<file path="src/rtl/lvar_frame_alloc.sv">
// rtl/lvar_frame_alloc.sv - local-variable frame allocator and identifier lookup engine
module lvar_frame_alloc #(
    parameter int DEPTH  = 16,
    parameter int NAME_W = 32,
    parameter int OFF_W  = 12,
    parameter int SIZE_W = 4,
    localparam int IW    = $clog2(DEPTH),
    localparam int CW    = $clog2(DEPTH + 1)
) (
    input  logic              clk,
    input  logic              rst_n,
    input  logic              cmd_valid,
    output logic              cmd_ready,
    input  logic [1:0]        cmd_op,
    input  logic [NAME_W-1:0] cmd_name,
    input  logic [SIZE_W-1:0] cmd_size,
    output logic              rsp_valid,
    input  logic              rsp_ready,
    output logic [1:0]        rsp_status,
    output logic [OFF_W-1:0]  rsp_offset,
    output logic [SIZE_W-1:0] rsp_size,
    output logic [IW-1:0]     rsp_index,
    output logic [CW-1:0]     count,
    output logic [OFF_W-1:0]  frame_size
);

    localparam logic [1:0] OP_CLEAR  = 2'b00;
    localparam logic [1:0] OP_DECL   = 2'b01;
    localparam logic [1:0] OP_LOOKUP = 2'b10;
    localparam logic [1:0] OP_RSV    = 2'b11;

    localparam logic [1:0] ST_OK      = 2'b00;
    localparam logic [1:0] ST_NOTFND  = 2'b01;
    localparam logic [1:0] ST_DUP     = 2'b10;
    localparam logic [1:0] ST_ILLEGAL = 2'b11;

    localparam logic [CW-1:0] CNT_ONE  = {{(CW-1){1'b0}}, 1'b1};
    localparam logic [CW-1:0] CNT_FULL = CW'(DEPTH);

    typedef enum logic [1:0] {S_IDLE, S_SCAN, S_RESP} state_t;

    state_t state, state_nxt;

    logic [1:0]        op_q;
    logic [NAME_W-1:0] name_q;
    logic [SIZE_W-1:0] size_q;
    logic [CW-1:0]     idx_q;
    logic              hit_q;
    logic [IW-1:0]     hit_idx_q;
    logic [CW-1:0]     count_q;
    logic [OFF_W-1:0]  frame_q;

    logic [NAME_W-1:0] tbl_name [DEPTH];
    logic [SIZE_W-1:0] tbl_size [DEPTH];
    logic [OFF_W-1:0]  tbl_off  [DEPTH];

    logic              scan_done;
    logic              entry_hit;
    logic [OFF_W:0]    new_off;
    logic              tbl_full;
    logic              tbl_we;

    // Scan termination, per-entry compare and the candidate allocation offset
    always_comb begin
        entry_hit = (idx_q != count_q) && (tbl_name[idx_q[IW-1:0]] == name_q);
        scan_done = (op_q == OP_CLEAR) || (op_q == OP_RSV) || (idx_q == count_q) ||
                    ((op_q == OP_LOOKUP) && hit_q);
        new_off   = {1'b0, frame_q} + {{(OFF_W + 1 - SIZE_W){1'b0}}, size_q};
        tbl_full  = (count_q == CNT_FULL);
        tbl_we    = (state == S_SCAN) && scan_done && (op_q == OP_DECL) &&
                    !hit_q && !tbl_full && !new_off[OFF_W];
    end

    // FSM state register
    always_ff @(posedge clk) begin
        if (!rst_n) state <= S_IDLE;
        else        state <= state_nxt;
    end

    // FSM next-state logic: accept, scan until done, hold response until taken
    always_comb begin
        state_nxt = state;
        case (state)
            S_IDLE:  if (cmd_valid) state_nxt = S_SCAN;
            S_SCAN:  if (scan_done) state_nxt = S_RESP;
            S_RESP:  if (rsp_ready) state_nxt = S_IDLE;
            default: state_nxt = S_IDLE;
        endcase
    end

    // Table storage; only a successful declare writes, so no reset is needed
    always_ff @(posedge clk) begin
        if (tbl_we) begin
            tbl_name[count_q[IW-1:0]] <= name_q;
            tbl_size[count_q[IW-1:0]] <= size_q;
            tbl_off[count_q[IW-1:0]]  <= new_off[OFF_W-1:0];
        end
    end

    // Command latch, scan progress, frame bookkeeping and response registers
    always_ff @(posedge clk) begin
        if (!rst_n) begin
            op_q       <= OP_CLEAR;
            name_q     <= '0;
            size_q     <= '0;
            idx_q      <= '0;
            hit_q      <= 1'b0;
            hit_idx_q  <= '0;
            count_q    <= '0;
            frame_q    <= '0;
            rsp_status <= ST_OK;
            rsp_offset <= '0;
            rsp_size   <= '0;
            rsp_index  <= '0;
        end else begin
            case (state)
                S_IDLE: begin
                    if (cmd_valid) begin
                        op_q   <= cmd_op;
                        name_q <= cmd_name;
                        size_q <= cmd_size;
                        idx_q  <= '0;
                        hit_q  <= 1'b0;
                    end
                end
                S_SCAN: begin
                    if (scan_done) begin
                        rsp_status <= ST_ILLEGAL;
                        rsp_offset <= '0;
                        rsp_size   <= '0;
                        rsp_index  <= '0;
                        case (op_q)
                            OP_CLEAR: begin
                                rsp_status <= ST_OK;
                                count_q    <= '0;
                                frame_q    <= '0;
                            end
                            OP_LOOKUP: begin
                                if (hit_q) begin
                                    rsp_status <= ST_OK;
                                    rsp_offset <= tbl_off[hit_idx_q];
                                    rsp_size   <= tbl_size[hit_idx_q];
                                    rsp_index  <= hit_idx_q;
                                end else begin
                                    rsp_status <= ST_NOTFND;
                                end
                            end
                            OP_DECL: begin
                                if (hit_q) begin
                                    rsp_status <= ST_DUP;
                                    rsp_offset <= tbl_off[hit_idx_q];
                                    rsp_size   <= tbl_size[hit_idx_q];
                                    rsp_index  <= hit_idx_q;
                                end else if (tbl_we) begin
                                    rsp_status <= ST_OK;
                                    rsp_offset <= new_off[OFF_W-1:0];
                                    rsp_size   <= size_q;
                                    rsp_index  <= count_q[IW-1:0];
                                    count_q    <= count_q + CNT_ONE;
                                    frame_q    <= new_off[OFF_W-1:0];
                                end
                            end
                            default: ;
                        endcase
                    end else begin
                        // first match wins; declare keeps scanning to the end
                        if (entry_hit && !hit_q) begin
                            hit_q     <= 1'b1;
                            hit_idx_q <= idx_q[IW-1:0];
                        end
                        idx_q <= idx_q + CNT_ONE;
                    end
                end
                default: ;
            endcase
        end
    end

    assign cmd_ready  = (state == S_IDLE);
    assign rsp_valid  = (state == S_RESP);
    assign count      = count_q;
    assign frame_size = frame_q;

endmodule
</file>
<file path="config.mk">
export PLATFORM = sky130hd
export DESIGN_NAME = lvar_frame_alloc
export DESIGN_NICKNAME = d
export VERILOG_FILES = /design/src/rtl/lvar_frame_alloc.sv
export SDC_FILE = /design/constraint.sdc
export NUM_CORES = 1
export LEC_CHECK = 0
export CORE_MARGIN = 2
export CORE_UTILIZATION = 55
export CTS_BUF_LIST = sky130_fd_sc_hd__clkbuf_4
export CTS_CLUSTER_SIZE = 14
export DETAILED_ROUTE_END_ITERATION = 6
export PLACE_DENSITY = 0.72
export SLEW_MARGIN = 20
export SYNTH_ARGS = -nofsm -noshare
export SYNTH_HDL_FRONTEND = slang
export SYNTH_SLANG_ARGS = --single-unit
</file>
<file path="constraint.sdc">
create_clock -name clk -period 11.5 [get_ports clk]
set_clock_uncertainty 0.2 [all_clocks]
set_input_delay 2.3 -clock clk [delete_from_list [all_inputs] [get_ports clk]]
set_output_delay 2.3 -clock clk [all_outputs]
set_load 0.1 [all_outputs]
</file>
# Word level (Yosys, flattened, before mapping)
# Memory sizes are Yosys's and may differ from the RTL's. A register that Yosys moved wholly into a read port is not among the register bits.
# Cells that the tools add are included.
# op_classes
n_bitwise	1
n_mux	41
n_eq_ne	16
reduce_logical	25
addsub	3
# op_table
operator	n
$mux 12	5
$mux 4	12
$pmux 12 s2	2
$eq 32x32->1	1
$mux 5	4
$pmux 5 s2	2
$pmux 4 s2	2
$add 12x4->13	1
$pmux 2 s3	2
$add 5x1->5 const B	2
$mux 2	5
$ne 2x2->1 const B	5
$reduce_and 3->1	3
$logic_and 1x1->1	8
$eq 2x2->1 const B	3
$mux 1	6
$eq 5x5->1	1
$eq 5x5->1 const B	1
$ne 5x5->1	1
$reduce_and 5->1	1
$eq 2x1->1 const B	2
$logic_not 2->1	2
$ne 2x1->1 const B	2
$reduce_and 2->1	2
6 further kinds	11
# totals
ramBits	768
memories	3
ff_bits	89
# memory_table
memory	words	word_bits	rd	rd_ports_with_merged_regs	write_ports	line_no	text
tbl_name	16	32	1	1	1	53	logic [NAME_W-1:0] tbl_name [DEPTH];
tbl_off	16	12	1	1	1	55	logic [OFF_W-1:0] tbl_off [DEPTH];
tbl_size	16	4	1	1	1	54	logic [SIZE_W-1:0] tbl_size [DEPTH];

# Depth between registers and ports, before layout
# Gate-level depths: netlist of the first run.
# depth
depth_word	12
depth_mapped	12
mapped_depth_nobuf	11

# Worst setup path before layout of the first run
# No wires, ideal clock.
# synth_path
path_kind	register to register
from	register count_q[0], in the netlist count[0]
to	memory tbl_name[3][0], enable pin
required_ps	10787
path_stages_with_launch	9
setup_slack_ps	4605
setup_time_ps	513
arrival_time_ps	6183
synth_period_minus_slack_ps	6895
cell_sequence	dfxtp_1 -> inv_1 -> ha_1 -> a311o_1 -> nor4_1 -> clkbuf_1 -> clkbuf_1 -> nand2_1 -> nor3_1
# synth_via
elab_chain_len	10
# synth_rtl
item	line_no	text
start: declaration	50	logic [CW-1:0] count_q;
start signal: assignment	159	count_q <= count_q + CNT_ONE;
$eq 5x5->1	66	scan_done = (op_q == OP_CLEAR) || (op_q == OP_RSV) || (idx_q == count_q) ||
$logic_or 1x1->1 (2 in series)	66	
$logic_and 1x1->1 (3 in series)	70	tbl_we = (state == S_SCAN) && scan_done && (op_q == OP_DECL) &&
$logic_and 1x1->1 (2 in series)	71	!hit_q && !tbl_full && !new_off[OFF_W];
$mux 1	93	if (tbl_we) begin
$mux 1 (implied by the code)	94	tbl_name[count_q[IW-1:0]] <= name_q;
end: declaration	53	
# Parallel ways exist; a longest one is shown, timed or not.

# Worst setup path in the final report of the first run
# layout_path
from	register count_q[2], in the netlist count[2]
to	output count[2]
# layout_lines
item	line_no	text
end: declaration	23	output logic [CW-1:0] count,
# No word-level cell between the ends.

==> results.toml, run 1 <==
[finish]
final_layout_size_suffix_gt1_share_pct = 28.0
design_area_mm2 = 0.0387
synthToLayoutAreaGrowth_pct = 13.6
fillers = 4374
nets = 2096
final_cells = 3011

[job]
maxCapViolations = 0

[floorplanning]
die_h_um = 253
start_util_pct = 55.4
coreArea_mm2 = 0.0615
num_io_pins = 83
die_w_um = 253
rows = 91
die-area_mm2 = 0.0639

[power_and_ir_drop]
clkPwrFrac_pct = 41.5
combPwrFrac_pct = 1.7
switching_share_pct = 21.9
leakage_uw = 0.0126
p_seq_share_pct = 56.7
power_uw = 6110
irDropWorstVdd_v = 0.000114
p_sw_uw = 1340
powerDensity_mw_per_mm2 = 158
p_int_uw = 4780

[setup_path]
startpoint = "count[2]"
reg2reg_slack_ns = 6.37
cp-start-kind = "flip-flop"
critPathMaxFanout = 13
reg2reg_depth = 10
worstPathCellList = "clkdlybuf4s50_1"
crit_family = "buffers and inverters"
arrival_ns = 3.08
cp.required_ns = 9.00
cp_num_buf_inv = 1
crit_path_end_kind = "output port"
path_class = "flip-flop to output port"
slowest_delay_ns = 1.27
cp.depth = 1
crit_path_end = "count[2]"
crit_slowest_cell = "clkdlybuf4s50_1"

[cts]
numCtsBuffers = 210
clkTransAtPathRegs_ns = 0.07
h-tree-depth = 4
clock-root-buffer = "clkbuf_4"
post-cts-setup-buffer-count = 0
cts_tree = "done"
insertion_delay_ns = 1.10
cts_buffer_depth = 3
hold_buffers = 0
clock_sinks = 865
cts_resized = 0

[place]
dp.cells = 2618
io_buffers = 82
place_hpwl_mm = 40.9
place.gp.congestion = 0.823
place_area_mm2 = 0.0358

[yosys]
synth.largest_area_cell = "edfxtp_1"
syn-cell-area_mm2 = 0.0341
yosysUniqueCellTypes = 68
synth_fa_ha_area_share_pct = 0.536
synth_ff_type = "edfxtp_1"
synth_nets = 1851
synth_edf_count = 768
postSynthCellCount = 1795
synth_most_common_cell = "edfxtp_1"
yosys_warnings = 0
synth-xor-area-share_pct = 1.26
ys_ff_latch = 865
synth_top_family_by_area = "multiplexers"
avgSynthCellArea_um2 = 19.0
synthTopCellsByArea = "edfxtp_1 (68%), mux4_2 (13%), dfxtp_1 (5.7%)"
synth_mux_area_share_pct = 15.3
synth-simple-area-share_pct = 4.00
synthArstFlopShare_pct = 0
synth_common_cells = "edfxtp_1 (768), mux4_2 (193), nand2_1 (142)"
yosysSeqAreaShare_pct = 73.4
synth_compound_area_share_pct = 3.92
netlist.area_leader.share_pct = 67.7

[global_route]
grt_pass1_wl_mm = 117
grt_start_max_net_pins = 92
grt_pass1_vias = 18784
grt-ovfl-total = 0
grt_usage_pct = 25.5
antenna_found_initial = 4

[routing]
vias = 18261
wire_per_inst_um = 26.2
drc = 0
routed_wl_mm = 78.9
drt_first_pass_iters = 5
drtIter0Drc = 2040
postRouteAntennaNets = 0
vias_per_cell = 6.06

[timing]
setup_tns_ns = 0
fmax_ghz = 0.179
finalHoldViolCount = 0
setup_viol = 0
tightest_slew_ns = 1.14
final-max-slew-violation-count = 0
period_share_pct = 48.6
rsz0062_at_grt = "false"
hold_slack_ns = 0.288
relSlewSlack_pct = 23.8
period_needed_ns = 5.58

[min_path]
min_path_cells = 2
hp-class = "flip-flop to flip-flop"

[status]
status = "completed"
-- cells by family after synthesis --
family	count (synthesis)
adder cells (fa/ha/maj)	14
multiplexers	278
AO/OA/AOI/OAI	186
XOR/XNOR	49
flip-flops	865
AND/OR/NAND/NOR	293
buffers and inverters	110
-- registers in the layout, indices dropped and copies added, names as in the netlist, 4 cells and up, named ones only --
| register | count |
|---|---|
| count | 5 |
| idx_q | 5 |
| frame_size | 12 |
| tbl_name | 512 |
| tbl_off | 192 |
| rsp_offset | 12 |
| rsp_index | 4 |
| tbl_size | 64 |
| hit_idx_q | 4 |
| size_q | 4 |
| name_q | 32 |
| rsp_size | 4 |
-- worst min-delay path by stage --
stage,start,end
3_5_place_dp,rsp_offset[11],rsp_offset[11]
3_3_place_gp,rsp_offset[6],rsp_offset[6]
2_1_floorplan,hit_idx_q[0],flip-flop
6_report,rsp_offset[6],rsp_offset[6]
5_1_grt,rsp_offset[0],rsp_offset[0]
4_1_cts,rsp_offset[0],rsp_offset[0]
-- cell usage in the layout, fill, tap and decap left out, drive strengths merged, types with 17 or more instances in the layout --
cell,Yosys,routed
mux2i,84,84
clkinv,1,56
xor2,17,17
dfxtp,97,97
xnor2,32,32
inv,16,24
o21ai,30,30
clkdlybuf4s50,0,81
nor2b,26,26
a21oi,25,25
buf,46,45
nor2,41,41
a22oi,26,26
clkbuf,47,321
edfxtp,768,768
nand3,22,22
a21boi,48,48
mux4,193,193
nand2,142,142
-- layer usage --
metal,global-route usage (%),wire (µm)
met1,35.4,32000
met2,40.5,38500
met3,6.49,7090
met4,7.74,1310
met5,0,29
-- through the flow --
stage	setup slack, ns	utilization, %
floorplan	4.60	-
global placement	6.52	58.3
detailed placement	6.39	58.3
CTS	5.82	62.8
global route	5.80	62.9
finish	5.92	62.9
-- power groups by stage --
stage	Clock [µW]	Sequential [µW]	Combinational [µW]
after floorplan	0	3520	54.5
final	2540	3470	105
after CTS	2600	3470	106
after global placement	0	3530	104
after global routing	2760	3470	114
after detailed placement	0	3540	105
-- tightest hold or removal path, cell delays in order (launching register included) --
cell	delay, ns
dfxtp_1	0.31
nand2_1	0.05
a21boi_0	0.07
-- area by class of cell --
type | instances | area (µm²) | area share (%)
inverters | 17 | 63.8 | 0.165
clock inverters | 67 | 374 | 0.967
diodes | 5 | 12.5 | 0.0323
repair buffers | 126 | 1150 | 2.96
clock buffers | 321 | 2410 | 6.23
flip-flops and latches | 865 | 25000 | 64.7
well taps | 790 | 988 | 2.56
multi-input cells | 820 | 8670 | 22.4
No activity file was read; power rests on OpenSTA's default activity.
==> run 2: changes to the inputs <==
==> constraint.sdc (replaced) <==
create_clock -name clk -period 5.3 [get_ports clk]
set_clock_uncertainty 0.2 [all_clocks]
set_input_delay 1.06 -clock clk [delete_from_list [all_inputs] [get_ports clk]]
set_output_delay 1.06 -clock clk [all_outputs]
set_load 0.1 [all_outputs]
==> results.toml, run 2 (synthesis gave the netlist of run 1 again) <==
[global_route]
grt_pass1_wl_mm = 119
grt-ovfl-total = 0
grt_usage_pct = 25.7
antenna_found_initial = 2
grt_start_max_net_pins = 49
grt_pass1_vias = 19170

[routing]
vias = 18581
postRouteAntennaNets = 0
drt_first_pass_iters = 6
drc = 0
routed_wl_mm = 79.1
drtIter0Drc = 1744
vias_per_cell = 6.12
wire_per_inst_um = 26.0

[job]
maxCapViolations = 0

[power_and_ir_drop]
combPwrFrac_pct = 1.9
powerDensity_mw_per_mm2 = 340
p_seq_share_pct = 56.6
p_sw_uw = 2900
switching_share_pct = 21.9
leakage_uw = 0.0126
irDropWorstVdd_v = 0.000203
clkPwrFrac_pct = 41.5
p_int_uw = 10400

[cts]
h-tree-depth = 4
cts_buffer_depth = 3
clock-root-buffer = "clkbuf_4"
numCtsBuffers = 212
insertion_delay_ns = 1.06
clock_sinks = 865
clkTransAtPathRegs_ns = 0.08
post-cts-setup-buffer-count = 0
cts_resized = 0
cts_tree = "done"
hold_buffers = 0

[setup_path]
cp-start-kind = "flip-flop"
crit_path_end_kind = "output port"
path_class = "flip-flop to output port"
crit_family = "buffers and inverters"
critPathMaxFanout = 13
cp.required_ns = 4.04
arrival_ns = 3.17
worstPathCellList = "clkdlybuf4s50_1"
slowest_delay_ns = 1.28
cp_num_buf_inv = 1
crit_slowest_cell = "clkdlybuf4s50_1"

[floorplanning]
num_io_pins = 83
start_util_pct = 55.4
die_h_um = 253
rows = 91
die-area_mm2 = 0.0639
coreArea_mm2 = 0.0615
die_w_um = 253

[timing]
fmax_ghz = 0.226
setup_ws_ns = 0.868
relSlewSlack_pct = 21.9
finalHoldViolCount = 0
tightest_slew_ns = 1.17
period_needed_ns = 4.43
period_share_pct = 83.6
rsz0062_at_grt = "false"
hold_slack_ns = 0.258
final-max-slew-violation-count = 0
setup_viol = 0

[finish]
final_cells = 3036
layout_common_cells = "edfxtp_1 (768), clkbuf_4 (304), mux4_2 (193)"
ff_latch_area_mm2 = 0.0250
multi_input_area_mm2 = 0.00867
final_layout_size_suffix_gt1_share_pct = 27.6
final_common_cell = "edfxtp_1"
synthToLayoutAreaGrowth_pct = 14.6
nets = 2118
fillers = 4311
largest_reg_flops = 512

[place]
place.gp.congestion = 0.801
dp.cells = 2638
place_hpwl_mm = 44.0
io_buffers = 82
dp_slack_ns = 1.24

[min_path]
hp-class = "flip-flop to flip-flop"

[status]
status = "completed"
==> run 2: changes by cell type in the layout (fill, tap and decap cells not counted), sizes merged <==
cell	previous run	this run
diode	5	2
buf	45	65
clkinv	56	81
clkbuf	321	304
inv	24	21
bufinv	1	4
==> run 2: layout make-up <==
cell class | instances | share of cell area [%]
Antenna cell | 2 | 0.0128
Clock inverter | 92 | 1.28
Sequential cell | 865 | 64.1
Tap cell | 790 | 2.53
Inverter | 17 | 0.164
Multi-Input combinational cell | 820 | 22.2
Clock buffer | 304 | 5.85
Timing Repair Buffer | 146 | 3.83
==> run 2: power groups by stage <==
stage          logic, µW  clock network (µW)  registers [µW]
2_1_floorplan        119                   0            7650
3_3_place_gp         243                   0            7650
3_5_place_dp         249                   0            7660
4_1_cts              250                5640            7510
5_1_grt              270                5980            7520
6_report             250                5520            7510
==> run 2: final timing paths <==
path | from | slack [ns] | end | cells after the start
hold / removal | hit_idx_q[1] | 0.26 | flip-flop | 2
hold reg to reg | hit_idx_q[1] | 0.26 | flip-flop | 2
setup reg to reg | size_q[0] | 1.10 | frame_size[8] | 13
setup / recovery | count[2] | 0.87 | count[2] | 1
==> run 2: through the flow <==
step | setup TNS [ns] | util [%] | cell area (µm²) | total power, µW
after detailed placement | 0 | 58.9 | 36200 | 7910
after global placement | 0 | 58.9 | 36200 | 7900
after global routing | 0 | 63.5 | 39000 | 13800
after floorplan | -197.27 | - | 34100 | 7770
after CTS | 0 | 63.5 | 39000 | 13400
final | 0 | 63.5 | 39000 | 13300
==> run 2: routing by layer <==
| layer | vias to the layer above | track usage, % | part of all wire (%) |
|---|---|---|---|
| li1 | 7901 | - | - |
| met2 | 917 | 41.0 | 48 |
| met4 | 0 | 7.73 | 2.0 |
| met1 | 9644 | 35.7 | 41 |
| met5 | - | 0 | 0 |
| met3 | 119 | 6.19 | 8.6 |
